$ cat src/rtl/traffic_light_ctrl_param_if.sv
// Lamp-controller port bundle: operator inputs, registered lamp/segment outputs
// and a debug view of the phase FSM.
// There is no handshake here: ped_req and night_mode are level inputs sampled
// every clock, and all outputs are plain registered levels.
interface traffic_light_ctrl_param_if #(
  parameter int PWM_BITS = 4
);
  logic                ped_req;
  logic                night_mode;
  logic [PWM_BITS-1:0] pwm_duty;
  logic                led_r;
  logic                led_y;
  logic                led_g;
  logic                walk;
  logic                pwm_out;
  logic [6:0]          seg;
  logic [1:0]          dbg_state;
  logic [3:0]          dbg_remaining;

  modport master (
    output ped_req, night_mode, pwm_duty,
    input  led_r, led_y, led_g, walk, pwm_out, seg, dbg_state, dbg_remaining
  );

  modport slave (
    input  ped_req, night_mode, pwm_duty,
    output led_r, led_y, led_g, walk, pwm_out, seg, dbg_state, dbg_remaining
  );
endinterface

$ cat src/rtl/traffic_light_ctrl_param.sv
// Single-intersection RED->GREEN->YELLOW controller with pedestrian request,
// night flashing-yellow mode, PWM lamp dimming and a 7-segment countdown.
module traffic_light_ctrl_param #(
  parameter int TICK_DIV = 10_000_000,
  parameter int T_RED    = 5,
  parameter int T_GREEN  = 7,
  parameter int T_YELLOW = 2,
  parameter int T_GMIN   = 2,
  parameter int PWM_BITS = 4
) (
  input  logic                         clk,
  input  logic                         rst,
  traffic_light_ctrl_param_if.slave    tl
);

  typedef enum logic [1:0] {
    S_RED    = 2'd0,
    S_GREEN  = 2'd1,
    S_YELLOW = 2'd2,
    S_FLASH  = 2'd3
  } state_t;

  localparam int              PS_W      = $clog2(TICK_DIV);
  localparam logic [PS_W-1:0] TICK_LAST = PS_W'(TICK_DIV - 1);
  localparam logic [3:0]      R_RED     = 4'(T_RED);
  localparam logic [3:0]      R_GREEN   = 4'(T_GREEN);
  localparam logic [3:0]      R_YELLOW  = 4'(T_YELLOW);
  localparam logic [3:0]      R_GMIN    = 4'(T_GMIN);

  state_t              state, state_n;
  logic [3:0]          remaining, remaining_n;
  logic [PS_W-1:0]     prescaler;
  logic [PWM_BITS-1:0] pwm_cnt;
  logic                pending, pending_n;
  logic                served, served_n;
  logic                blink, blink_n;
  logic                tick;
  logic                pwm_on;

  logic                lamp_r, lamp_y, lamp_g, lamp_walk;
  logic [6:0]          seg_digit;

  logic                led_r_q, led_y_q, led_g_q, walk_q, pwm_out_q;
  logic [6:0]          seg_q;

  assign tick   = (prescaler == TICK_LAST);
  assign pwm_on = (pwm_cnt < tl.pwm_duty);

  // Prescaler and PWM counter free-run; only reset realigns them.
  always_ff @(posedge clk) begin
    if (rst) begin
      prescaler <= '0;
      pwm_cnt   <= '0;
    end else begin
      prescaler <= tick ? '0 : prescaler + 1'b1;
      pwm_cnt   <= pwm_cnt + 1'b1;
    end
  end

  always_ff @(posedge clk) begin
    if (rst) begin
      state     <= S_RED;
      remaining <= R_RED;
      pending   <= 1'b0;
      served    <= 1'b0;
      blink     <= 1'b1;
    end else begin
      state     <= state_n;
      remaining <= remaining_n;
      pending   <= pending_n;
      served    <= served_n;
      blink     <= blink_n;
    end
  end

  always_comb begin
    state_n     = state;
    remaining_n = remaining;
    pending_n   = pending;
    served_n    = served;
    blink_n     = blink;
    if (state != S_FLASH && tl.night_mode) begin
      // Night entry wins over any phase advance due in this same cycle.
      state_n   = S_FLASH;
      blink_n   = 1'b1;
      pending_n = 1'b0;
      served_n  = 1'b0;
    end else if (state == S_FLASH) begin
      if (!tl.night_mode) begin
        state_n     = S_RED;
        remaining_n = R_RED;
      end else if (tick) begin
        blink_n = ~blink;
      end
    end else begin
      pending_n = pending | tl.ped_req;
      if (tick) begin
        if (remaining == 4'd1) begin
          case (state)
            S_RED: begin
              state_n     = S_GREEN;
              remaining_n = R_GREEN;
              served_n    = 1'b0;
            end
            S_GREEN: begin
              state_n     = S_YELLOW;
              remaining_n = R_YELLOW;
            end
            default: begin
              // A press landing on the YELLOW->RED edge belongs to the next cycle.
              state_n     = S_RED;
              remaining_n = R_RED;
              served_n    = pending;
              pending_n   = tl.ped_req;
            end
          endcase
        end else if (state == S_GREEN && pending && (remaining - 4'd1) > R_GMIN) begin
          remaining_n = R_GMIN;
        end else begin
          remaining_n = remaining - 4'd1;
        end
      end
    end
  end

  always_comb begin
    lamp_r    = 1'b0;
    lamp_y    = 1'b0;
    lamp_g    = 1'b0;
    lamp_walk = 1'b0;
    case (state)
      S_RED: begin
        lamp_r    = 1'b1;
        lamp_walk = served;
      end
      S_GREEN:  lamp_g = 1'b1;
      S_YELLOW: lamp_y = 1'b1;
      default:  lamp_y = blink;
    endcase
  end

  always_comb begin
    seg_digit = 7'h00;
    if (state != S_FLASH) begin
      case (remaining)
        4'd1:    seg_digit = 7'h06;
        4'd2:    seg_digit = 7'h5B;
        4'd3:    seg_digit = 7'h4F;
        4'd4:    seg_digit = 7'h66;
        4'd5:    seg_digit = 7'h6D;
        4'd6:    seg_digit = 7'h7D;
        4'd7:    seg_digit = 7'h07;
        4'd8:    seg_digit = 7'h7F;
        4'd9:    seg_digit = 7'h6F;
        default: seg_digit = 7'h00;
      endcase
    end
  end

  always_ff @(posedge clk) begin
    if (rst) begin
      led_r_q   <= 1'b0;
      led_y_q   <= 1'b0;
      led_g_q   <= 1'b0;
      walk_q    <= 1'b0;
      pwm_out_q <= 1'b0;
      seg_q     <= 7'h00;
    end else begin
      led_r_q   <= lamp_r & pwm_on;
      led_y_q   <= lamp_y & pwm_on;
      led_g_q   <= lamp_g & pwm_on;
      walk_q    <= lamp_walk;
      pwm_out_q <= pwm_on;
      seg_q     <= seg_digit;
    end
  end

  assign tl.led_r         = led_r_q;
  assign tl.led_y         = led_y_q;
  assign tl.led_g         = led_g_q;
  assign tl.walk          = walk_q;
  assign tl.pwm_out       = pwm_out_q;
  assign tl.seg           = seg_q;
  assign tl.dbg_state     = state;
  assign tl.dbg_remaining = remaining;

endmodule

$ cat src/flat_wrapper.sv
// flat-port wrapper written by rule: the top's interface ports become plain ports
module traffic_light_ctrl_param_flat 
#(
  parameter int TICK_DIV = 10_000_000,
  parameter int T_RED    = 5,
  parameter int T_GREEN  = 7,
  parameter int T_YELLOW = 2,
  parameter int T_GMIN   = 2,
  parameter int PWM_BITS = 4
)
  (clk, rst, tl_ped_req, tl_night_mode, tl_pwm_duty, tl_led_r, tl_led_y, tl_led_g, tl_walk, tl_pwm_out, tl_seg, tl_dbg_state, tl_dbg_remaining);
  traffic_light_ctrl_param_if #(.PWM_BITS(PWM_BITS)) tl_i ();
  input  logic clk;
  input  logic rst;
  input wire logic [$bits(tl_i.ped_req)-1:0] tl_ped_req;
  input wire logic [$bits(tl_i.night_mode)-1:0] tl_night_mode;
  input wire logic [$bits(tl_i.pwm_duty)-1:0] tl_pwm_duty;
  output wire logic [$bits(tl_i.led_r)-1:0] tl_led_r;
  output wire logic [$bits(tl_i.led_y)-1:0] tl_led_y;
  output wire logic [$bits(tl_i.led_g)-1:0] tl_led_g;
  output wire logic [$bits(tl_i.walk)-1:0] tl_walk;
  output wire logic [$bits(tl_i.pwm_out)-1:0] tl_pwm_out;
  output wire logic [$bits(tl_i.seg)-1:0] tl_seg;
  output wire logic [$bits(tl_i.dbg_state)-1:0] tl_dbg_state;
  output wire logic [$bits(tl_i.dbg_remaining)-1:0] tl_dbg_remaining;
  assign tl_i.ped_req = tl_ped_req;
  assign tl_i.night_mode = tl_night_mode;
  assign tl_i.pwm_duty = tl_pwm_duty;
  assign tl_led_r = tl_i.led_r;
  assign tl_led_y = tl_i.led_y;
  assign tl_led_g = tl_i.led_g;
  assign tl_walk = tl_i.walk;
  assign tl_pwm_out = tl_i.pwm_out;
  assign tl_seg = tl_i.seg;
  assign tl_dbg_state = tl_i.dbg_state;
  assign tl_dbg_remaining = tl_i.dbg_remaining;
  traffic_light_ctrl_param #(.TICK_DIV(TICK_DIV), .T_RED(T_RED), .T_GREEN(T_GREEN), .T_YELLOW(T_YELLOW), .T_GMIN(T_GMIN), .PWM_BITS(PWM_BITS)) u_core (.clk(clk), .rst(rst), .tl(tl_i));
endmodule
$ cat config.mk
export PLATFORM = sky130hd
export DESIGN_NAME = traffic_light_ctrl_param_flat
export DESIGN_NICKNAME = d
export VERILOG_FILES = /design/src/rtl/traffic_light_ctrl_param_if.sv /design/src/rtl/traffic_light_ctrl_param.sv /design/src/flat_wrapper.sv
export SDC_FILE = /design/constraint.sdc
export NUM_CORES = 1
export LEC_CHECK = 0
export CORE_MARGIN = 4
export CORE_UTILIZATION = 42
export CTS_BUF_LIST = sky130_fd_sc_hd__clkbuf_16
export DETAILED_ROUTE_END_ITERATION = 10
export PLACE_DENSITY_LB_ADDON = 0.05
export SYNTH_ARGS = -nofsm -noshare
export SYNTH_HDL_FRONTEND = slang
export SYNTH_SLANG_ARGS = --single-unit
export TNS_END_PERCENT = 20
$ cat constraint.sdc
create_clock -name clk -period 2.7 [get_ports clk]
set_clock_uncertainty 0.05 [all_clocks]
set_input_delay 0.54 -clock clk [delete_from_list [all_inputs] [get_ports clk]]
set_output_delay 0.54 -clock clk [all_outputs]
set_load 0.01 [all_outputs]
======== Yosys cells after proc, flatten, opt, wreduce, memory -nomap -nowiden ========
Memory sizes are Yosys's and may differ from the RTL's. A register that Yosys moved wholly into a read port is not among the register bits.
Cells that the tools add are included.
operators by class
  order comparisons ....................... 2
  mux-type cells .......................... 19
  reduce and logical (&&, ||, !) cells .... 16
  bitwise logic cells ..................... 10
  $add $sub $neg .......................... 3
  eq/ne operators ......................... 8
operator list
  kind                     number
  $add A24 B1 Y24 const B  1
  $eq A24 B24 Y1 const B   1
  $mux W4                  5
  $mux W2                  5
  $reduce_or A2 Y1         5
  $reduce_and A3 Y1        3
  $not A1 Y1               6
  $pmux W3 S2              1
  $reduce_bool A3 Y1       2
  $mux W1                  5
  $add A4 B1 Y4 const B    1
  $eq A2 B2 Y1 const B     2
  $eq A4 B1 Y1 const B     1
  $gt A4 B2 Y1 const B     1
  $lt A4 B4 Y1             1
  $ne A2 B2 Y1 const B     2
  $pmux W1 S2              2
  $pmux W2 S2              1
  $reduce_and A4 Y1        1
  $sub A4 B1 Y4 const B    1
  $and A1 B1 Y1            3
  $logic_and A1 B1 Y1      3
  $ne A3 B2 Y1 const B     1
  $eq A2 B1 Y1 const B     1
  other kinds (3)          3
word-level totals
  ROM bits ................................ 112
  memories ................................ 1
  word-level logic and storage cells ...... 71
  input port bits ......................... 8
  output and inout bits ................... 18
  register bits ........................... 42
memory list
  memory            words  width  read ports  clocked after Yosys merged registers in  wr ports  line                             RTL
  (name not given)  16     7      1           1                                        0         traffic_light_ctrl_param.sv:145  case (remaining)

======== Logic depth before layout (Yosys ltp) ========
Gate-level depths: netlist of the first run.
  word-level depth ........................ 7
  mapped depth ............................ 7
  depth with buffers taken out ............ 7

======== Worst setup path before layout of the first run ========
Ideal clock, no wire load.
  path type ............................... register to register
  start point ............................. register u_core.remaining[0] (netlist: u_core.tl.dbg_remaining[0])
  end point ............................... register u_core.state[1] (netlist: u_core.tl.dbg_state[1])
  required time ........................... 2583 ps
  setup time .............................. 67 ps
  stages on the path, launching flop included .. 7
  path slack .............................. 752 ps
  buffers on the path ..................... 0
  data arrival time ....................... 1831 ps
  period minus slack after synthesis ...... 1948 ps
  path through ............................ dfxtp_1 -> ha_1 -> nor3b_1 -> nand2_1 -> or3_4 -> mux2_4 -> a21oi_2
between the ends
  word-level cells in the longest chain between the ends .. 3
RTL lines
  element                       line                            RTL
  start, declared               traffic_light_ctrl_param.sv:31  logic [3:0] remaining, remaining_n;
  start signal, assigned        traffic_light_ctrl_param.sv:69  remaining <= remaining_n;
  $eq A4 B1 Y1                  traffic_light_ctrl_param.sv:98  if (remaining == 4'd1) begin
  $reduce_bool A3 Y1 (no line)  n/a
  $reduce_and A3 Y1 (no line)   n/a
  end signal, assigned          traffic_light_ctrl_param.sv:68  state <= state_n;
  end, declared                 traffic_light_ctrl_param.sv:30  state_t state, state_n;
Every way passes these cells.
A chain may end at the register's enable or synchronous reset.

======== Final worst setup path of the first run ========
  start point ............................. register u_core.remaining[1] (netlist: u_core.tl.dbg_remaining[1])
  end point ............................... register u_core.state[1] (netlist: u_core.tl.dbg_state[1])
The elaborated chain is that of the path after synthesis.

==> out/results.ini, run 1 <==
[sta]
tns_ns=0
rsz0062_at_grt=false
finalMaxSlewViolations=0
finalHoldViolCount=0
worst_slew_pin_slew_ns=0.588
max_freq_ghz=0.468
setup_violations=0
fin_crit_ns=2.14
post-route-period-util_pct=79.1
slew-limit-headroom_pct=60.5

[synthesis]
synth-compound-area-share_pct=11.5
seq_area_frac_synth_pct=42.6
synth_cell_types=46
synthMuxAreaShare_pct=0.652
synth_xor_area_share_pct=8.75
yosys_warnings=0
synthArstFlopShare_pct=0
postSynthCellCount=260
ys.flop_type=dfxtp_1
syn_area_um2=2300
synth_edf_count=0
synth.largest_area_cell=dfxtp_1
netlist.area_leader.share_pct=42.6
synth_top_family_by_area=simple AND/OR/NAND/NOR gates
synth.ff_latch_count=49
synthSimpleGateAreaFrac_pct=27.3
syn-num-nets=279
synth_area_leaders=dfxtp_1 43%, nor2_1 6.8%, xor2_1 6.5%
synth-adder-area-share_pct=5.98
avgSynthCellArea_um2=8.85

[floorplan]
io_pins=26
die_y_um=82.0
die_w_um=82.0
placementRows=26
die_area_um2=6730
start_util_pct=44.2
core_um2=5200

[clocking]
cts_resized=0
clkTransAtPathRegs_ns=0.06
cts_tree=yes
cts_made_buffers=5
clock_path_buffers=2
hold_buffers=0
insertion_delay_ns=0.28
ctsHtreeMaxLevel=2
cts.sinks=49
postCtsSetupRepairBufs=0
cts_root_buffer=clkbuf_16

[grt]
grt_antenna_before_repair=0
overflow=0
gr-usage-all-layers_pct=14.8
grt_max_degree=23
grt_pass1_vias=1727
grt_pass1_wl_mm=7.73

[pwr]
p_sw_uw=318
p_clk_share_pct=40.8
ir_drop_mv=0.290
p_comb_share_pct=7.0
switching_share_pct=21.9
p_leak_uw=0.00112
p_seq_share_pct=52.2
p_int_uw=1130
power.density_nw_per_um2=524
finalPower_uw=1450

[flow_run]
drv_cap=0

[detailed_routing]
antenna_left=0
post-route-drc-count=0
routed_via_density=5.00
firstDrtPassIters=4
drt_iter0_markers=71
vias=1791
wirelength_mm=4.33
wl_per_cell_um=12.1

[finish]
antenna_cells=0
syn_to_final_growth_pct=20.3
most-common-layout-cells=49 x dfxtp_1, 42 x nor2_1, 25 x clkdlybuf4s50_1, 19 x nand2_1, 17 x xor2_1
fin_nets=306
layout_commonest_cell=dfxtp_1
drive_above_1_share_pct=8.33

[setup_path]
crit_type=flip-flop to flip-flop
critPathMaxFanout=9
endpoint_kind=flip-flop
cp.required_ns=2.87
arrival_ns=2.31
worstSetupStartpointType=flip-flop

[place]
gp_congestion=0.766
numPortBuffers=25
dp_hpwl_mm=3.10

[worst_hold_path]
min-delay-path-class=flip-flop to flip-flop

[outcome]
status=finished, final reports clean

-- final timing paths --
kind / startpoint / endpoint / slack, ns / depth (start not counted)
max: u_core.tl.dbg_remaining[1] / u_core.tl.dbg_state[1] / 0.56 / 7
min: u_core.prescaler[0] / u_core.prescaler[0] / 0.40 / 1
max reg2reg: u_core.tl.dbg_remaining[1] / u_core.tl.dbg_state[1] / 0.56 / 7
min reg2reg: u_core.prescaler[0] / u_core.prescaler[0] / 0.40 / 1
-- cell families after synthesis --
family	count (synthesis)
buffers and inverters	19
muxes	1
xor gates and xnor gates	23
AOI/OAI and AO/OA	40
and+or+nand+nor	117
adders and majority gates	11
DFF	49
-- per-stage QoR --
step | instance area [um^2] | hold WS, ns | utilization [%] | instances | setup slack, ns
2_1_floorplan | 2300 | 0.368 | - | 260 | 0.752
3_3_place_gp | 2630 | 0.383 | 50.5 | 350 | 0.452
3_5_place_dp | 2630 | 0.389 | 50.5 | 350 | 0.421
4_1_cts | 2770 | 0.403 | 53.2 | 358 | 0.562
5_1_grt | 2770 | 0.431 | 53.2 | 358 | 0.386
6_report | 2770 | 0.396 | 53.2 | 358 | 0.565
-- registers in the layout, indices dropped and copies added, names as in the netlist --
register	flops
u_core.blink	1
u_core.pending	1
u_core.prescaler	24
u_core.pwm_cnt	4
u_core.served	1
u_core.tl.dbg_remaining	4
u_core.tl.dbg_state	2
u_core.tl.led_g	1
u_core.tl.led_r	1
u_core.tl.led_y	1
u_core.tl.pwm_out	1
u_core.tl.seg	7
u_core.tl.walk	1
-- synth_stat cells (5+ instances only) --
| cell | count |
|---|---|
| nor3_1 | 5 |
| nand2b_1 | 5 |
| dfxtp_1 | 49 |
| inv_1 | 11 |
| a21oi_1 | 11 |
| nand4_1 | 5 |
| ha_1 | 11 |
| xnor2_1 | 6 |
| nor2_1 | 42 |
| o21ai_0 | 8 |
| nand2_1 | 19 |
| nand3_1 | 12 |
| xor2_1 | 17 |
| clkbuf_1 | 6 |
-- cell type report --
| cell class | count | area [um^2] |
|---|---|---|
| fill | 505 | 2440 |
| multi-input combinational | 192 | 1250 |
| sequential | 49 | 981 |
| timing repair buffer | 28 | 273 |
| clock buffer | 5 | 125 |
| tap | 70 | 87.6 |
| inverter | 11 | 41.3 |
| clock inverter | 3 | 13.8 |
-- power groups by stage --
stage               sequential, uW  combinational, uW  clock [uW]
floorplan                      777               52.7           0
global placement               775                102           0
detailed placement             776                102           0
CTS                            759                103         613
global route                   761                114         645
finish                         759                102         592
-- critical path, cell delays in order, from the launching register on --
cell and delay [ns]:
dfxtp_1 0.40, inv_1 0.18, ha_1 0.19, nor3b_1 0.32, nand2_1 0.14, or3_4 0.36
mux2_4 0.31, a21oi_2 0.12
-- metal layers --
layer  part of all wire [%]  vias up  global-route usage (%)  wire, um
li1                       -      941                       -         -
met1                     48      807                    18.7      2100
met2                     46       35                    24.2      2000
met3                    3.3        8                    2.63       144
met4                    2.0        0                    6.98        87
met5                      0        -                       0         0
Note: power is estimated with default switching activity, not from simulation.
==> run 2, diff against run 1 <==
==> constraint.sdc (replaced) <==
create_clock -name clk -period 2.2 [get_ports clk]
set_clock_uncertainty 0.05 [all_clocks]
set_input_delay 0.44 -clock clk [delete_from_list [all_inputs] [get_ports clk]]
set_output_delay 0.44 -clock clk [all_outputs]
set_load 0.01 [all_outputs]
==> run 2 against run 1 <==
  * Die area unchanged
  * Flip-flop and latch count did not move
  * Critical endpoint is now tl_dbg_remaining[2]
  * Worst hold slack better by 0.0013 ns
  * Design area grew 3.5%
  * Via count grew 0.89%
  * Clock power is 42% higher
==> out/results.ini, run 2 (synthesized netlist as in run 1, its figures left out) <==
[outcome]
status=finished, final reports clean

[place]
numPortBuffers=25  ; unchanged
dp_cells=358  ; +2.3%
dp_hpwl_mm=3.16  ; +1.9%
gp_congestion=0.860  ; +12%

[detailed_routing]
post-route-drc-count=0  ; unchanged
firstDrtPassIters=4  ; unchanged
wirelength_mm=4.32  ; -0.30%
drt_iter0_markers=66  ; -7.0%
wl_per_cell_um=11.8  ; -2.5%
vias=1807  ; +0.89%
antenna_left=0  ; unchanged
routed_via_density=4.94  ; -1.3%

[clocking]
clkTransAtPathRegs_ns=0.06  ; about the same
cts_tree=yes
cts_made_buffers=5  ; unchanged
ctsHtreeMaxLevel=2  ; unchanged
cts_resized=0  ; unchanged
clock_path_buffers=2  ; unchanged
hold_buffers=0  ; unchanged
cts.sinks=49  ; unchanged
cts_root_buffer=clkbuf_16
postCtsSetupRepairBufs=0  ; unchanged
insertion_delay_ns=0.29  ; about the same

[sta]
worst_hold_slack_ns=0.397  ; +0.00130 ns
finalMaxSlewViolations=0  ; unchanged
worst_slew_pin_slew_ns=0.476  ; -0.112 ns
post-route-period-util_pct=91.4
rsz0062_at_grt=false
setup_violations=0  ; unchanged
max_freq_ghz=0.497
tns_ns=0  ; unchanged
slew-limit-headroom_pct=68.0  ; +7.5 points
fin_crit_ns=2.01
finalHoldViolCount=0  ; unchanged

[pwr]
p_int_uw=1510  ; +33%
p_seq_share_pct=48.8  ; -3.4 points
p_comb_share_pct=7.0  ; about the same
p_clk_share_pct=44.2  ; +3.4 points
p_sw_uw=389  ; +22%
p_leak_uw=0.00117  ; +4.8%
finalPower_uw=1900  ; +31%
power.density_nw_per_um2=664  ; +27%
switching_share_pct=20.5  ; -1.4 points
ir_drop_mv=0.369  ; +27%

[floorplan]
io_pins=26  ; unchanged
die_w_um=82.0  ; unchanged
die_area_um2=6730  ; unchanged
placementRows=26  ; unchanged
die_y_um=82.0  ; unchanged
start_util_pct=44.2  ; unchanged
core_um2=5200  ; unchanged

[grt]
grt_pass1_wl_mm=7.66  ; -0.97%
grt_pass1_vias=1678  ; -2.8%
overflow=0  ; unchanged
gr-usage-all-layers_pct=14.7  ; -0.11 points
grt_antenna_before_repair=0  ; unchanged
grt_max_degree=23  ; unchanged

[setup_path]
critPathMaxFanout=13  ; +4
reg2reg_slack_ns=0.24  ; -0.32 ns
r2r_cells=7  ; unchanged
r2r-start=u_core.tl.dbg_remaining[1]
endpoint_kind=output pin
critPathMaxStageDelay_ns=0.63  ; +0.23 ns
crit_type=flip-flop to output pin
r2r-end=u_core.served
crit_buf_inv=1  ; unchanged
worstSetupStartpointType=flip-flop
cp_slowest_cell=clkdlybuf4s50_1
arrival_ns=1.52  ; -0.79 ns
cp.required_ns=1.71  ; -1.16 ns
path_cells=clkdlybuf4s50_1
path_delay_family=buffers and inverters

[finish]
largest_register=u_core.prescaler
fin_nets=314  ; +2.6%
layout_commonest_cell=dfxtp_1
utilization_pct=55.0  ; +1.9 points
syn_to_final_growth_pct=24.5
most-common-layout-cells=49 x dfxtp_1, 42 x nor2_1, 25 x clkdlybuf4s50_1, 19 x nand2_1, 17 x xor2_1
drive_above_1_share_pct=10.5  ; +2.1 points
antenna_cells=0  ; unchanged
layout.cells.non_filler=366  ; +2.2%
final.fill_count=501  ; -0.79%
largest_reg_flops=24  ; unchanged

[worst_hold_path]
min_from=u_core.prescaler[0]
whs_path_depth=1  ; unchanged
whs_endpoint=u_core.prescaler[0]
min-delay-path-class=flip-flop to flip-flop

[flow_run]
drv_cap=0  ; unchanged

## run 2: cell types whose count changed in the layout (fill, tap and decap cells not counted)
cell,before,now
bufinv_16,0,1
clkinv_2,2,0
clkinv_1,0,1
buf_4,3,10
buf_12,0,1
## run 2: layout make-up
class | count | area [um^2] | share of cell area, %
Tap cell | 70 | 87.6 | 3.06
Sequential cell | 49 | 981 | 34.2
Multi-Input combinational cell | 192 | 1250 | 43.5
Clock buffer | 5 | 125 | 4.37
Timing Repair Buffer | 36 | 345 | 12.1
Clock inverter | 3 | 37.5 | 1.31
Inverter | 11 | 41.3 | 1.44
## run 2: worst max-delay path by stage
stage                          startpoint                     end  cells after the start
2_1_floorplan  u_core.tl.dbg_remaining[0]  u_core.tl.dbg_state[1]                      6
3_3_place_gp               tl_pwm_duty[1]         u_core.tl.led_y                      7
3_5_place_dp               tl_pwm_duty[1]         u_core.tl.led_y                      7
4_1_cts        u_core.tl.dbg_remaining[2]     tl_dbg_remaining[2]                      1
5_1_grt        u_core.tl.dbg_remaining[2]     tl_dbg_remaining[2]                      1
6_report       u_core.tl.dbg_remaining[2]     tl_dbg_remaining[2]                      1
## run 2: power groups by stage
stage	combinational, uW	sequential, uW	clock, uW
global placement	136	947	0
CTS	136	928	872
floorplan	64.7	953	0
global route	150	930	903
detailed placement	135	948	0
finish	134	927	841
## run 2: metal layers
layer  global-route usage (%)  wire length [um]
met2                     22.7              1910
met5                        0                 0
met1                     19.3              2170
met3                     4.06               169
met4                     5.81                68
## run 2: stage by stage
step                      worst slack (ns)  instance area (um^2)
after global routing                 0.107                  2870
after floorplan                      0.252                  2300
after global placement              0.0487                  2700
after CTS                            0.179                  2870
final                                0.188                  2870
after detailed placement            0.0395                  2700
==> run 3, diff against run 2 <==
--- a/config.mk
+++ b/config.mk
@@ -10,6 +10,7 @@
 export CTS_BUF_LIST = sky130_fd_sc_hd__clkbuf_16
 export DETAILED_ROUTE_END_ITERATION = 10
 export PLACE_DENSITY_LB_ADDON = 0.05
+export REMOVE_ABC_BUFFERS = 1
 export SYNTH_ARGS = -nofsm -noshare
 export SYNTH_HDL_FRONTEND = slang
 export SYNTH_SLANG_ARGS = --single-unit
==> run 3 against run 2 <==
  * Non-clock buffer count unchanged
  * Cell count down 0.27%
  * Largest cell class unchanged
  * Critical path type unchanged
  * Via count down 1.0%
  * Register-to-register slack better by 0.07 ns
  * Count of clock-buffer cells in the layout unchanged
  * Worst hold slack worse by 0.00086 ns
  * Global-route usage down 0.76 points
  * Critical endpoint unchanged
==> out/results.ini, run 3 (synthesized netlist as in run 1, its figures left out) <==
[detailed_routing]
firstDrtPassIters=4  ; unchanged
wl_per_cell_um=11.6  ; -1.6%
post-route-drc-count=0  ; unchanged
vias=1789  ; -1.0%
routed_via_density=4.90  ; -0.72%
wirelength_mm=4.24  ; -1.9%
drt_iter0_markers=72  ; +9.1%
antenna_left=0  ; unchanged

[setup_path]
cp_slowest_cell=clkdlybuf4s50_1
cp.required_ns=1.71  ; about the same
crit_buf_inv=1  ; unchanged
path_delay_family=buffers and inverters
critPathMaxFanout=13  ; unchanged
worstSetupStartpointType=flip-flop
critPathMaxStageDelay_ns=0.62  ; about the same
cp.depth=1  ; unchanged
crit_type=flip-flop to output pin
path_cells=clkdlybuf4s50_1
r2r_cells=7  ; unchanged
arrival_ns=1.46  ; -0.06 ns
endpoint_kind=output pin

[floorplan]
start_util_pct=44.2  ; unchanged
core_um2=5200  ; unchanged
die_w_um=82.0  ; unchanged
die_y_um=82.0  ; unchanged
io_pins=26  ; unchanged
die_area_um2=6730  ; unchanged
placementRows=26  ; unchanged

[grt]
use_met3_pct=4.61  ; +0.55 points
use_met1_pct=19.1  ; -0.22 points
grt_pass1_vias=1562  ; -6.9%
grt_antenna_before_repair=0  ; unchanged
grt_max_degree=23  ; unchanged
overflow=0  ; unchanged
grt_pass1_wl_mm=7.36  ; -4.0%
grtUsageMet2_pct=20.8  ; -1.9 points
busiest_layer=met2
gr-usage-all-layers_pct=13.9  ; -0.76 points

[clocking]
clock_path_buffers=2  ; unchanged
cts_resized=0  ; unchanged
insertion_delay_ns=0.28  ; about the same
cts_made_buffers=5  ; unchanged
clkTransAtPathRegs_ns=0.06  ; about the same
cts_root_buffer=clkbuf_16
cts.sinks=49  ; unchanged
cts_tree=yes
hold_buffers=0  ; unchanged
ctsHtreeMaxLevel=2  ; unchanged
postCtsSetupRepairBufs=0  ; unchanged

[place]
numPortBuffers=25  ; unchanged
gp_congestion=0.800  ; -7.0%
dp_hpwl_mm=3.09  ; -2.4%

[finish]
largest_reg_flops=24  ; unchanged
fin_nets=314  ; unchanged
layout_commonest_cell=dfxtp_1
drive_above_1_share_pct=10.5  ; +0.036 points
syn_to_final_growth_pct=23.4
largest_register=u_core.prescaler
most-common-layout-cells=49 x dfxtp_1, 42 x nor2_1, 25 x clkdlybuf4s50_1, 19 x nand2_1, 17 x xor2_1
utilization_pct=54.6  ; -0.48 points
antenna_cells=0  ; unchanged

[sta]
max_freq_ghz=0.512  ; +3.1%
worst_hold_slack_ns=0.397  ; -0.000860 ns
post-route-period-util_pct=88.7  ; -2.7 points
tns_ns=0  ; unchanged
finalMaxSlewViolations=0  ; unchanged
rsz0062_at_grt=false
setup_violations=0  ; unchanged
slew-limit-headroom_pct=70.0  ; +2.0 points
fin_crit_ns=1.95  ; -0.0605 ns
finalHoldViolCount=0  ; unchanged
worst_slew_pin_slew_ns=0.446  ; -0.0302 ns

[pwr]
finalPower_uw=1770  ; -7.0%
p_leak_uw=0.00116  ; -0.95%
power.density_nw_per_um2=623  ; -6.2%
ir_drop_mv=0.398  ; +8.0%

[flow_run]
drv_cap=0  ; unchanged

[worst_hold_path]
whs_path_depth=1  ; unchanged
min-delay-path-class=flip-flop to flip-flop

[outcome]
status=finished, final reports clean

-- run 3: final cells by class --
class                           instances  area, um^2
Inverter                               11        41.3
Clock buffer                            5         125
Tap cell                               70        87.6
Timing Repair Buffer                   36         345
Sequential cell                        49         981
Multi-Input combinational cell        192        1250
Fill cell                             483        2360
Clock inverter                          2        7.51
-- run 3: final timing paths --
check                                           startpoint                     end  slack [ns]
worst max-delay path            u_core.tl.dbg_remaining[2]     tl_dbg_remaining[2]        0.25
worst min-delay path                   u_core.prescaler[0]     u_core.prescaler[0]        0.40
worst max register to register  u_core.tl.dbg_remaining[1]  u_core.tl.dbg_state[1]        0.31
worst min register to register         u_core.prescaler[0]     u_core.prescaler[0]        0.40
-- run 3: routing by layer --
layer	share of wire, %	wire [um]
met4	0.64	27
met2	43	1840
met3	3.5	150
met5	0	0
met1	52	2220
-- run 3: power breakdown --
| part | total (uW) | switching, uW | leakage (uW) | internal [uW] |
|---|---|---|---|---|
| clock network | 706 | 299 | 0.0000685 | 407 |
| logic | 135 | 62.0 | 0.000693 | 72.6 |
| registers | 927 | 15.0 | 0.000400 | 912 |
-- run 3: through the flow --
| step | worst slack, ns | instance area [um^2] | instances |
|---|---|---|---|
| floorplan | 0.0466 | 2270 | 252 |
| global placement | 0.0474 | 2700 | 358 |
| detailed placement | 0.0338 | 2700 | 358 |
| CTS | 0.172 | 2840 | 365 |
| global route | 0.126 | 2840 | 365 |
| finish | 0.249 | 2840 | 365 |
==> variant, RTL diff (settings of run 3) <==
`TICK_DIV` is set to 10_000_000 in 2 places; all go to 20_000_000.
--- a/src/rtl/traffic_light_ctrl_param.sv
+++ b/src/rtl/traffic_light_ctrl_param.sv
@@ -1,7 +1,7 @@
 // Single-intersection RED->GREEN->YELLOW controller with pedestrian request,
 // night flashing-yellow mode, PWM lamp dimming and a 7-segment countdown.
 module traffic_light_ctrl_param #(
-  parameter int TICK_DIV = 10_000_000,
+  parameter int TICK_DIV = 20_000_000,
   parameter int T_RED    = 5,
   parameter int T_GREEN  = 7,
   parameter int T_YELLOW = 2,
--- a/src/flat_wrapper.sv
+++ b/src/flat_wrapper.sv
@@ -1,7 +1,7 @@
 // flat-port wrapper written by rule: the top's interface ports become plain ports
 module traffic_light_ctrl_param_flat 
 #(
-  parameter int TICK_DIV = 10_000_000,
+  parameter int TICK_DIV = 20_000_000,
   parameter int T_RED    = 5,
   parameter int T_GREEN  = 7,
   parameter int T_YELLOW = 2,
Formal check against the unedited RTL: same outputs for any inputs over 10 cycles, from zero or initial values and one cycle with rst high; that may be too few to reach the edited logic, so the function may still have changed.
==> variant against run 3 <==
Setup slack worse by 0.094 ns; total power increased by 4.5%; sequential power is 2.8% higher; area after synthesis up 11%; synthesized cell count increased by 15%; cell area grew 10%; largest power group unchanged; wire length is 25% higher; sequential cell count grew 1.
==> variant: results (changes against run 3) <==
* Outcome: completed
* Actual slew at the worst max-slew pin at 0.507 ns (+0.0615 ns)
* XOR/XNOR Fraction of Synth Area at 5.15% (-3.6 points)
* Root Driver: clkbuf_16
* Leak pwr at 1.15 nW (-0.84%)
* WL/cell at 12.9 um (+11%)
* Largest register FFs at 25 (+4.2%)
* Fill cells at 563 (+17%)
* Crit path max-delay family: simple AND/OR/NAND/NOR gates
* Largest cells by area after synthesis: dfxtp_1, ha_1, a21oi_1
* Initial antenna violation count at 0 (unchanged)
* Via/cell ratio at 5.45 (+11%)
* Overall Global Routing Usage at 15.7% (+1.8 points)
* Synth Area in Compound Gates at 16.0% (+4.5 points)
* Clock transition at path regs at about 0.070 ns
* Nets@finish at 353 (+12%)
* Max IR drop VDD at 0.343 mV (-14%)
* Share of cells above drive strength 1 at 12.0% (+1.5 points)
* Initial DRC Count at 94 (+31%)
* Crit path DAT at 2.22 ns (+0.76 ns)
* Vias in the first global route at 2,132 (+36%)
* # Post-CTS Setup Buffers at 0 (unchanged)
* Syn. warnings at 0 (unchanged)
* Hold_sp: u_core.served$_SDFFE_PP0P_
* Power in the clock group at 743 uW (+5.2%)
* Post-synthesis mux area share at 1.18% (+0.53 points)
* Adder-cell area share of the yosys netlist at 5.40% (-0.58 points)
* Sequential power share at 51.6% (-0.9 points)
* Asr flop ratio synth at 0% (unchanged)
* Cell count after placement at 402 (+12%)
* Avg Inst Size Synth at 8.50 um2 (-4.1%)
* Detailed-route via count at 2,228 (+25%)
* Yosys cell types at 50 (+8.7%)
* Global-route wire length before repair at 9520 um (+29%)
* Crit-path max FO at 8 (-5)
* Synth cell count leaders: dfxtp_1, nor2_1, a21oi_1, nand2_1, clkbuf_1
* FF-to-FF setup slack at 0.15 ns (-0.16 ns)
* CP max stage cell: or4_4
* Area post-placement at 2980 um2 (+10%)
* Worst Reg-to-Reg Cells at 5 (-2)
* Antenna cell count at 0 (unchanged)
* Hold worst-path end: u_core.served$_SDFFE_PP0P_
* Largest net degree at the start of global routing at 26 (+13%)
* Min Hold Slack at 0.407 ns (+0.0102 ns)
* Clk_lat worst skew at 0.29 ns
* Sequential-to-total area share from yosys stat at 39.3% (-3.3 points)
* Post-DP HPWL at 3910 um (+27%)
* Hold Crit Depth at 2 (+1)
* GPL Wtd Cong at 0.806 (+0.80%)
* Reg with most FFs: u_core.prescaler
* Net Sw Power at 418 uW (+11%)
* Setup crit end: u_core.prescaler[24]$_SDFF_PP0_
* HP Class: reg -> reg
* Critical Path Start: u_core.prescaler[1]$_SDFF_PP0_
==> variant: final cells by class <==
cell class                 instances  area (um2)  area share, %
clock inverter                     2        15.0          0.479
tap                               75        93.8           3.00
clock buffer                       5         125           4.00
sequential                        50        1000           32.0
multi-input combinational        219        1440           45.8
timing repair buffer              45         413           13.2
inverter                          13        48.8           1.56
==> variant: tightest hold or removal path: stages (launching register included) <==
cell and delay, ns:
dfxtp_1 0.31, nand2_1 0.05, mux2i_1 0.05
==> variant: metrics by stage <==
stage          power, mW  worst slack (ns)
6_report            1.85             0.155
3_5_place_dp        1.13            0.0457
4_1_cts             1.88            0.0815
3_3_place_gp        1.13            0.0998
2_1_floorplan       1.04            0.0524
5_1_grt             1.94           0.00227
==> variant: per-layer routing <==
| metal | part of all wire, % | wire [um] | global-route usage, % |
|---|---|---|---|
| met5 | 0 | 0 | 0 |
| met4 | 1.2 | 61 | 4.32 |
| met3 | 4.4 | 233 | 4.03 |
| met2 | 45 | 2360 | 25.3 |
| met1 | 50 | 2640 | 20.8 |
